### src/rtl/datapath_core_if.sv
// Control-strobe and memory-port bundle between the microcode sequencer and datapath_core.
// The sequencer/bench side uses the master modport; the datapath uses the slave modport.
interface datapath_core_if #(
    parameter int unsigned DATA_W   = 8,
    parameter int unsigned NUM_REGS = 4
);
    localparam int unsigned SEL_W = $clog2(NUM_REGS);

    logic              i_button;
    logic              i_stepMode;
    logic              i_ctrlHlt;
    logic [2:0]        i_busSrc;
    logic [DATA_W-1:0] i_imm;
    logic              i_regWr;
    logic [SEL_W-1:0]  i_regWrSel;
    logic [SEL_W-1:0]  i_regBusSel;
    logic [SEL_W-1:0]  i_regAluSel;
    logic [2:0]        i_aluOp;
    logic              i_aluWr;
    logic              i_pcLoad;
    logic              i_pcIncr;
    logic              i_memAddrEn;
    logic              i_memWe;
    logic [DATA_W-1:0] i_memRdata;
    logic [DATA_W-1:0] o_bus;
    logic [DATA_W-1:0] o_memAddr;
    logic [DATA_W-1:0] o_memWdata;
    logic              o_memWe;
    logic [DATA_W-1:0] o_pc;
    logic              o_flagN;
    logic              o_flagZ;
    logic              o_flagC;
    logic              o_halted;
    logic              o_busError;

    modport slave (
        input  i_button, i_stepMode, i_ctrlHlt, i_busSrc, i_imm, i_regWr, i_regWrSel,
               i_regBusSel, i_regAluSel, i_aluOp, i_aluWr, i_pcLoad, i_pcIncr,
               i_memAddrEn, i_memWe, i_memRdata,
        output o_bus, o_memAddr, o_memWdata, o_memWe, o_pc, o_flagN, o_flagZ, o_flagC,
               o_halted, o_busError
    );

    modport master (
        output i_button, i_stepMode, i_ctrlHlt, i_busSrc, i_imm, i_regWr, i_regWrSel,
               i_regBusSel, i_regAluSel, i_aluOp, i_aluWr, i_pcLoad, i_pcIncr,
               i_memAddrEn, i_memWe, i_memRdata,
        input  o_bus, o_memAddr, o_memWdata, o_memWe, o_pc, o_flagN, o_flagZ, o_flagC,
               o_halted, o_busError
    );
endinterface

### src/rtl/datapath_core.sv
// Single-bus datapath: register file, ALU accumulator with N/Z/C, PC and memory port,
// frozen by a run/halt/step FSM through an internal clock enable (no gated clock).
module datapath_core #(
    parameter int unsigned DATA_W   = 8,
    parameter int unsigned NUM_REGS = 4
) (
    input  logic            i_clk,
    input  logic            i_reset,
    datapath_core_if.slave  io
);
    localparam logic [1:0] ST_RUN  = 2'd0;
    localparam logic [1:0] ST_HALT = 2'd1;
    localparam logic [1:0] ST_STEP = 2'd2;

    logic [1:0]        state_q, state_d;
    logic              btn_prev_q;
    logic              press;
    logic              en;
    logic [DATA_W-1:0] regs_q [NUM_REGS];
    logic [DATA_W-1:0] acc_q;
    logic [DATA_W-1:0] pc_q, pc_d;
    logic [DATA_W-1:0] mem_addr_q;
    logic              flag_n_q, flag_z_q, flag_c_q;
    logic              bus_err_q;
    logic [DATA_W-1:0] bus;
    logic [DATA_W-1:0] alu_a, alu_res;
    logic [DATA_W:0]   alu_sum;
    logic              alu_c;

    assign press = io.i_button & ~btn_prev_q;

    // Run/halt/step next state; the enable is high in every state but HALT.
    always_comb begin
        state_d = state_q;
        en      = (state_q != ST_HALT);
        case (state_q)
            ST_RUN:  if (io.i_ctrlHlt || io.i_stepMode) state_d = ST_HALT;
            ST_HALT: if (press) state_d = io.i_stepMode ? ST_STEP : ST_RUN;
            ST_STEP: state_d = (io.i_stepMode || io.i_ctrlHlt) ? ST_HALT : ST_RUN;
            default: state_d = ST_RUN;
        endcase
    end

    // Shared bus source mux; illegal sources read as zero.
    always_comb begin
        case (io.i_busSrc)
            3'd1:    bus = acc_q;
            3'd2:    bus = regs_q[io.i_regBusSel];
            3'd3:    bus = io.i_memRdata;
            3'd4:    bus = pc_q;
            3'd5:    bus = io.i_imm;
            default: bus = '0;
        endcase
    end

    // ALU: A from the register file, B from the bus; SUB computes A + ~B + 1.
    always_comb begin
        alu_a   = regs_q[io.i_regAluSel];
        alu_sum = '0;
        alu_res = '0;
        alu_c   = 1'b0;
        case (io.i_aluOp)
            3'd0: begin
                alu_sum = {1'b0, alu_a} + {1'b0, bus};
                alu_res = alu_sum[DATA_W-1:0];
                alu_c   = alu_sum[DATA_W];
            end
            3'd1: begin
                alu_sum = {1'b0, alu_a} + {1'b0, ~bus} + (DATA_W+1)'(1);
                alu_res = alu_sum[DATA_W-1:0];
                alu_c   = alu_sum[DATA_W];
            end
            3'd2: alu_res = alu_a & bus;
            3'd3: alu_res = alu_a | bus;
            3'd4: alu_res = alu_a ^ bus;
            3'd5: begin
                alu_res = {alu_a[DATA_W-2:0], 1'b0};
                alu_c   = alu_a[DATA_W-1];
            end
            3'd6: begin
                alu_res = {1'b0, alu_a[DATA_W-1:1]};
                alu_c   = alu_a[0];
            end
            default: alu_res = bus;
        endcase
    end

    always_comb begin
        pc_d = pc_q;
        if (io.i_pcLoad)      pc_d = bus;
        else if (io.i_pcIncr) pc_d = pc_q + DATA_W'(1);
    end

    // FSM and button history run every cycle; all other state waits on the enable.
    always_ff @(posedge i_clk) begin
        if (i_reset) begin
            state_q    <= ST_RUN;
            btn_prev_q <= 1'b0;
            acc_q      <= '0;
            pc_q       <= '0;
            mem_addr_q <= '0;
            flag_n_q   <= 1'b0;
            flag_z_q   <= 1'b0;
            flag_c_q   <= 1'b0;
            bus_err_q  <= 1'b0;
            for (int i = 0; i < NUM_REGS; i++) regs_q[i] <= '0;
        end else begin
            state_q    <= state_d;
            btn_prev_q <= io.i_button;
            if (en) begin
                pc_q <= pc_d;
                if (io.i_regWr)     regs_q[io.i_regWrSel] <= bus;
                if (io.i_memAddrEn) mem_addr_q <= bus;
                if (io.i_busSrc > 3'd5) bus_err_q <= 1'b1;
                if (io.i_aluWr) begin
                    acc_q    <= alu_res;
                    flag_n_q <= alu_res[DATA_W-1];
                    flag_z_q <= (alu_res == '0);
                    flag_c_q <= alu_c;
                end
            end
        end
    end

    assign io.o_bus      = bus;
    assign io.o_memWdata = bus;
    assign io.o_memAddr  = mem_addr_q;
    assign io.o_memWe    = io.i_memWe & en;
    assign io.o_pc       = pc_q;
    assign io.o_flagN    = flag_n_q;
    assign io.o_flagZ    = flag_z_q;
    assign io.o_flagC    = flag_c_q;
    assign io.o_halted   = (state_q == ST_HALT);
    assign io.o_busError = bus_err_q;
endmodule

### src/flat_wrapper.sv
// flat-port wrapper written by rule: the top's interface ports become plain ports
module datapath_core_flat 
#(
    parameter int unsigned DATA_W   = 8,
    parameter int unsigned NUM_REGS = 4
)
  (i_clk, i_reset, io_i_button, io_i_stepMode, io_i_ctrlHlt, io_i_busSrc, io_i_imm, io_i_regWr, io_i_regWrSel, io_i_regBusSel, io_i_regAluSel, io_i_aluOp, io_i_aluWr, io_i_pcLoad, io_i_pcIncr, io_i_memAddrEn, io_i_memWe, io_i_memRdata, io_o_bus, io_o_memAddr, io_o_memWdata, io_o_memWe, io_o_pc, io_o_flagN, io_o_flagZ, io_o_flagC, io_o_halted, io_o_busError);
  datapath_core_if #(.DATA_W(DATA_W), .NUM_REGS(NUM_REGS)) io_i ();
  input  logic i_clk;
  input  logic i_reset;
  input wire logic [$bits(io_i.i_button)-1:0] io_i_button;
  input wire logic [$bits(io_i.i_stepMode)-1:0] io_i_stepMode;
  input wire logic [$bits(io_i.i_ctrlHlt)-1:0] io_i_ctrlHlt;
  input wire logic [$bits(io_i.i_busSrc)-1:0] io_i_busSrc;
  input wire logic [$bits(io_i.i_imm)-1:0] io_i_imm;
  input wire logic [$bits(io_i.i_regWr)-1:0] io_i_regWr;
  input wire logic [$bits(io_i.i_regWrSel)-1:0] io_i_regWrSel;
  input wire logic [$bits(io_i.i_regBusSel)-1:0] io_i_regBusSel;
  input wire logic [$bits(io_i.i_regAluSel)-1:0] io_i_regAluSel;
  input wire logic [$bits(io_i.i_aluOp)-1:0] io_i_aluOp;
  input wire logic [$bits(io_i.i_aluWr)-1:0] io_i_aluWr;
  input wire logic [$bits(io_i.i_pcLoad)-1:0] io_i_pcLoad;
  input wire logic [$bits(io_i.i_pcIncr)-1:0] io_i_pcIncr;
  input wire logic [$bits(io_i.i_memAddrEn)-1:0] io_i_memAddrEn;
  input wire logic [$bits(io_i.i_memWe)-1:0] io_i_memWe;
  input wire logic [$bits(io_i.i_memRdata)-1:0] io_i_memRdata;
  output wire logic [$bits(io_i.o_bus)-1:0] io_o_bus;
  output wire logic [$bits(io_i.o_memAddr)-1:0] io_o_memAddr;
  output wire logic [$bits(io_i.o_memWdata)-1:0] io_o_memWdata;
  output wire logic [$bits(io_i.o_memWe)-1:0] io_o_memWe;
  output wire logic [$bits(io_i.o_pc)-1:0] io_o_pc;
  output wire logic [$bits(io_i.o_flagN)-1:0] io_o_flagN;
  output wire logic [$bits(io_i.o_flagZ)-1:0] io_o_flagZ;
  output wire logic [$bits(io_i.o_flagC)-1:0] io_o_flagC;
  output wire logic [$bits(io_i.o_halted)-1:0] io_o_halted;
  output wire logic [$bits(io_i.o_busError)-1:0] io_o_busError;
  assign io_i.i_button = io_i_button;
  assign io_i.i_stepMode = io_i_stepMode;
  assign io_i.i_ctrlHlt = io_i_ctrlHlt;
  assign io_i.i_busSrc = io_i_busSrc;
  assign io_i.i_imm = io_i_imm;
  assign io_i.i_regWr = io_i_regWr;
  assign io_i.i_regWrSel = io_i_regWrSel;
  assign io_i.i_regBusSel = io_i_regBusSel;
  assign io_i.i_regAluSel = io_i_regAluSel;
  assign io_i.i_aluOp = io_i_aluOp;
  assign io_i.i_aluWr = io_i_aluWr;
  assign io_i.i_pcLoad = io_i_pcLoad;
  assign io_i.i_pcIncr = io_i_pcIncr;
  assign io_i.i_memAddrEn = io_i_memAddrEn;
  assign io_i.i_memWe = io_i_memWe;
  assign io_i.i_memRdata = io_i_memRdata;
  assign io_o_bus = io_i.o_bus;
  assign io_o_memAddr = io_i.o_memAddr;
  assign io_o_memWdata = io_i.o_memWdata;
  assign io_o_memWe = io_i.o_memWe;
  assign io_o_pc = io_i.o_pc;
  assign io_o_flagN = io_i.o_flagN;
  assign io_o_flagZ = io_i.o_flagZ;
  assign io_o_flagC = io_i.o_flagC;
  assign io_o_halted = io_i.o_halted;
  assign io_o_busError = io_i.o_busError;
  datapath_core #(.DATA_W(DATA_W), .NUM_REGS(NUM_REGS)) u_core (.i_clk(i_clk), .i_reset(i_reset), .io(io_i));
endmodule
### config.mk
export PLATFORM = sky130hd
export DESIGN_NAME = datapath_core_flat
export DESIGN_NICKNAME = d
export VERILOG_FILES = /design/src/rtl/datapath_core_if.sv /design/src/rtl/datapath_core.sv /design/src/flat_wrapper.sv
export SDC_FILE = /design/constraint.sdc
export NUM_CORES = 1
export LEC_CHECK = 0
export BUFFER_PORTS_ARGS = -buffer_cell sky130_fd_sc_hd__buf_2
export CAP_MARGIN = 30
export CORE_UTILIZATION = 40
export CTS_CLUSTER_DIAMETER = 30
export CTS_CLUSTER_SIZE = 25
export DETAILED_ROUTE_END_ITERATION = 10
export PLACE_DENSITY = 0.65
export SETUP_SLACK_MARGIN = 0.5
export SLEW_MARGIN = 10
export SYNTH_ARGS = -nofsm -noshare
export SYNTH_HDL_FRONTEND = slang
export SYNTH_SLANG_ARGS = --single-unit
### constraint.sdc
create_clock -name i_clk -period 4.7 [get_ports i_clk]
set_clock_uncertainty 0.05 [all_clocks]
set_input_delay 0.94 -clock i_clk [delete_from_list [all_inputs] [get_ports i_clk]]
set_output_delay 0.94 -clock i_clk [all_outputs]
set_load 0.02 [all_outputs]
# Yosys cells after proc, flatten, opt, wreduce, memory -nomap -nowiden
# Memories as Yosys holds them, arrays and structs flattened.
# Cells that the tools add are included.
dict set report word_totals {
  register_bits 31
  ram_bits 32
  in_bits 39
  output_inout_bits 38
  elab_cells 68
  memories 1
}
dict set report op_classes {
  n_addsub 4
  magnitude_cmp 1
  eq_ne 16
  mux 19
  bitwise_logic 7
  reduce_logical 11
}
# name words word_bits rd rd_clocked_by_memory_dff write_ports line_no
set memory_table {}
lappend memory_table {u_core.regs_q 4 8 2 0 4 datapath_core.sv:19} ;# logic [DATA_W-1:0] regs_q [NUM_REGS];
# cell count
set ops {}
lappend ops {{$pmux W8 S7} 1}
lappend ops {{$pmux W8 S5} 1}
lappend ops {{$mux W8} 3}
lappend ops {{$add A8 B8 Y9} 2}
lappend ops {{$eq A3 B3 Y1 const B} 5}
lappend ops {{$eq A3 B2 Y1 const B} 4}
lappend ops {{$reduce_and A2 Y1} 5}
lappend ops {{$add A9 B1 Y9 const B} 1}
lappend ops {{$add A8 B1 Y8 const B} 1}
lappend ops {{$and A8 B8 Y8} 1}
lappend ops {{$logic_not A8 Y1} 1}
lappend ops {{$mux W1} 8}
lappend ops {{$mux W2} 4}
lappend ops {{$not A8 Y8} 1}
lappend ops {{$or A8 B8 Y8} 1}
lappend ops {{$reduce_or A8 Y1} 1}
lappend ops {{$xor A8 B8 Y8} 1}
lappend ops {{$eq A3 B1 Y1 const B} 2}
lappend ops {{$ne A2 B1 Y1 const B} 3}
lappend ops {{$pmux W2 S3} 1}
lappend ops {{$pmux W1 S4} 1}
lappend ops {{$gt A3 B3 Y1 const B} 1}
lappend ops {{$logic_not A3 Y1} 1}
lappend ops {{$and A1 B1 Y1} 2}
lappend ops {{6 further kinds} 6}

# Depth between registers and ports, before layout
dict set report logic_depth {
  depth_word 7
  mapped_depth 15
  depth_no_buf 14
}

# Worst setup path after synthesis
# No wires, ideal clock.
dict set report synth_path {
  path_kind {input -> register}
  from {input io_i_regBusSel[0]}
  to {register u_core.flag_z_q, in the netlist u_core.io.o_flagZ}
  setup_time_ns 0.084
  t_arrival_ns 4.321
  t_required_ns 4.566
  path_slack_ns 0.245
  cell_stages 13
  path_cell_list {buf_6 mux4_2 a221o_1 o21ai_2 inv_1 ha_1 fa_1 mux4_2 o2bb2ai_1 o22ai_1 nand2_1 or4_4 o31ai_2}
}
dict set report synth_between {
  elab_chain_len 7
  elab_cells_between_ends 11
  classes_between {3 x add/sub; 2 x mux; 4 x bitwise; 1 x reduce/logical; 1 x memory}
}
# element line_no
set synth_rtl {}
lappend synth_rtl {{start, declared} flat_wrapper.sv:18} ;# input wire logic [$bits(io_i.i_regBusSel)-1:0] io_i_regBusSel;
lappend synth_rtl {{$mem_v2 Z4 W8 *} --}
lappend synth_rtl {{$pmux W8 S5 *} datapath_core.sv:46} ;# case (io.i_busSrc)
lappend synth_rtl {{named net io_o_bus[0]} flat_wrapper.sv:27} ;# output wire logic [$bits(io_i.o_bus)-1:0] io_o_bus;
lappend synth_rtl {{$not A8 Y8} datapath_core.sv:69} ;# alu_sum = {1'b0, alu_a} + {1'b0, ~bus} + (DATA_W+1)'(1);
lappend synth_rtl {{$add A8 B8 Y9} datapath_core.sv:69}
lappend synth_rtl {{$add A9 B1 Y9} datapath_core.sv:69}
lappend synth_rtl {{$pmux W8 S7 *} datapath_core.sv:62} ;# case (io.i_aluOp)
lappend synth_rtl {{$logic_not A8 Y1 *} datapath_core.sv:118} ;# flag_z_q <= (alu_res == '0);
lappend synth_rtl {{end signal, assigned} datapath_core.sv:118}
lappend synth_rtl {{end, declared} datapath_core.sv:23} ;# logic flag_n_q, flag_z_q, flag_c_q;
# The timed path passes the listed nets; every way through them passes the cells marked *.
# A chain may end at the register's enable or synchronous reset.

# Worst setup path after layout
dict set report layout_path {
  from {input io_i_regBusSel[0]}
  to {register u_core.flag_z_q, in the netlist u_core.io.o_flagZ}
}
dict set report layout_between {
  elab_chain_len 7
  elab_cells_between_ends 11
  classes_between {3 x add/sub; 2 x mux; 4 x bitwise; 1 x reduce/logical; 1 x memory}
}
# element line_no
set layout_rtl {}
lappend layout_rtl {{$mem_v2 Z4 W8 *} --}
lappend layout_rtl {{$pmux W8 S5 *} datapath_core.sv:46}
lappend layout_rtl {{$not A8 Y8} datapath_core.sv:69}
lappend layout_rtl {{$add A8 B8 Y9} datapath_core.sv:69}
lappend layout_rtl {{$add A9 B1 Y9} datapath_core.sv:69}
lappend layout_rtl {{$pmux W8 S7 *} datapath_core.sv:62}
lappend layout_rtl {{$logic_not A8 Y1 *} datapath_core.sv:118}
# Mark *: on every way between the ends. The rest lies on a longest branch, timed or not.

==> reports/summary.txt <==
Largest net degree at the start of global routing - 36
Via count - 4414
Final Critical Period - 4.13 ns
Area grow syn2layout - 19.0%
Initial core utilization - 0.413
Final cell count without fillers - 745
Sink Count - 62
Leak - 2.39 nW
First-pass GRT wire length - 22300 um
Most frequent cells in the layout - 80 x nor2_1, 75 x buf_2, 36 x a21oi_1
Worst-Skew Late Latency - 0.33 ns
Setup ws final - 0.568 ns
Fin. Hold Viols - 0
CP Max Fanout - 8
Inst Count DP - 725
CTS Buf Count - 9
Reg power frac - 0.346
Initial antenna violation count - 0
CTS Hold Bufs - 0
Die width - 111 um
Max Cap Viol - 0
Post-synth EDFFs - 32
Number of I/O port buffers - 76
Root Driver - clkbuf_16
Die ar. - 12300 um2
Data arrival time of the worst path - 4.33 ns
Final worst-path cycle share - 0.879
Post-Syn Area per Cell - 8.89 um2
DRT Pass-1 Iters - 7
Syn Inst Count - 533
Row count - 39
Final TNS setup - 0 ns
Max VDD drop - 0.000223 V
Antenna-violating nets left - 0
Worst-path clk slew - 0.06 ns
Crit path kind - in -> reg
Clock network power share - 0.377
# nets final - 664
Diodes inserted - 0
I/O pins - 77
Commonest non-fill, non-tap cell in the layout - nor2_1
Slew Viols, Final - 0
Pwr Density - 318 nW/um2
Pre-CTS setup slack - 0.120 ns
Setup violators final - 0
CP Capture Type - flip-flop
Netlist cell types - 64
Placer Congestion - 0.925
Sw Share - 0.325
CORE AREA - 11500 um2
HP Class - reg -> reg
Internal Power - 0.00121 W
Fmax - 0.242 GHz
Yosys reg bits - 62
Vias in the first global route - 4048
Seq/Total Area, Yosys - 0.330
DR iter-0 viols - 370
H-tree depth - 3
Wire per inst - 19.2 um
Mapped cell area - 4740 um2
Synth warnings - 0
Total Wirelength - 14300 um
Required @ worst endpoint - 4.89 ns
Residual DRC - 0
Slew HR - 0.581
Power, Total - 0.00179 W
CP Launch Type - input port
Mapped Nets - 600
Dominant synthesized flop cell - edfxtp_1
Tot GR Track Use - 0.234
Vias/cell - 5.92
Hpwl dp - 10600 um
Slew @ Worst Pin - 0.627 ns
Unrepaired setup endpoints after global routing - true
Share of layout cells above drive strength 1 - 0.252
Asr flop ratio synth - 0
NetSw - 0.000584 W
CTS tree - built
GRT overflow - 0
Outcome - completed
Die height - 111 um
Combinational share of power - 0.277
Max clock buf depth - 2
## flip-flops by register name (all words and copies together) (netlist names)
signal                cells
u_core.acc_q              8
u_core.io.o_pc            8
u_core.io.o_flagZ         1
u_core.regs_q            32
u_core.state_q            2
u_core.btn_prev_q         1
u_core.io.o_busError      1
u_core.io.o_flagC         1
u_core.io.o_memAddr       8
## cells by family (layout without fill, tap and decap cells)
logic type | after synthesis | in the layout | share of synthesized area
buffers and inverters | 74 | 143 | 0.0666
adder cells (fa/ha/maj) | 28 | 28 | 0.0771
AO/OA/AOI/OAI | 140 | 140 | 0.205
flip-flops | 62 | 62 | 0.330
multiplexers | 35 | 35 | 0.121
XOR/XNOR | 1 | 1 | 0.00185
AND/OR/NAND/NOR | 193 | 193 | 0.198
## layout make-up
type                            count  area (um2)
Clock buffer                        9         225
Clock inverter                      7        81.3
Fill cell                        1062        5830
Inverter                           28         108
Multi-Input combinational cell    397        2920
Sequential cell                    62        1560
Tap cell                          143         179
Timing Repair Buffer               99         559
## final timing paths
| path | start | to | slack (ns) | depth (start not counted) |
|---|---|---|---|---|
| worst max-delay path | io_i_regBusSel[0] | u_core.io.o_flagZ | 0.57 | 12 |
| worst min-delay path | u_core.io.o_flagC | u_core.io.o_flagC | 0.42 | 2 |
| worst max register to register | u_core.regs_q[3][2] | u_core.io.o_flagZ | 1.00 | 10 |
| worst min register to register | u_core.io.o_flagC | u_core.io.o_flagC | 0.42 | 2 |
## timing repair
item | in CTS | in global routing
setup buffers | 0 | 4
pin swaps | 0 | 2
setup endpoints to repair | 1 | 2
resized for setup | 1 | 7
## cells in the mapped netlist (all sizes together), types with 5 or more instances
library cell,number,share of area
o22ai,7,0.0092
nand2,32,0.025
a211oi,10,0.016
nor2b,12,0.016
nor3,11,0.012
dfxtp,30,0.13
mux2i,15,0.032
nand2b,9,0.012
ha,26,0.069
a221oi,9,0.027
o21ai,29,0.031
inv,28,0.022
clkbuf,34,0.027
o211ai,6,0.0095
edfxtp,32,0.20
nand3,8,0.0085
nor2,80,0.063
or3,7,0.0092
buf,12,0.017
and2,8,0.011
a21oi,37,0.039
mux4,16,0.080
a31oi,8,0.011
and3,5,0.0066
## layer usage
metal	vias to the layer above	GRT usage	wire, um
li1	2079	-	-
met1	2086	0.320	6100
met2	218	0.372	6730
met3	31	0.0394	1130
met4	0	0.0827	336
met5	-	0	0
## metrics by stage
stage | util | hold WS, ns | instance area, um2
floorplan | - | 0.384 | 4800
global placement | 0.460 | 0.403 | 5280
detailed placement | 0.460 | 0.412 | 5280
CTS | 0.487 | 0.425 | 5590
global route | 0.492 | 0.447 | 5640
finish | 0.492 | 0.423 | 5640
## power groups by stage
stage               Clock [W]  Combinational, W  Sequential, W
floorplan                   0          0.000330       0.000637
global placement            0          0.000477       0.000630
detailed placement          0          0.000481       0.000632
CTS                  0.000686          0.000483       0.000621
global route         0.000706          0.000540       0.000625
finish               0.000677          0.000496       0.000621
## critical path: stages
cell and delay [ns]:
buf_4 0.17, mux4_2 0.58, a221oi_4 0.40, buf_6 0.17, ha_1 0.29, or3b_2 0.46
a21oi_1 0.17, or3_1 0.15, a21oi_1 0.08, a2bb2oi_1 0.19, or4_4 0.52, o31ai_2 0.19
No activity file was read; power rests on OpenSTA's default activity.
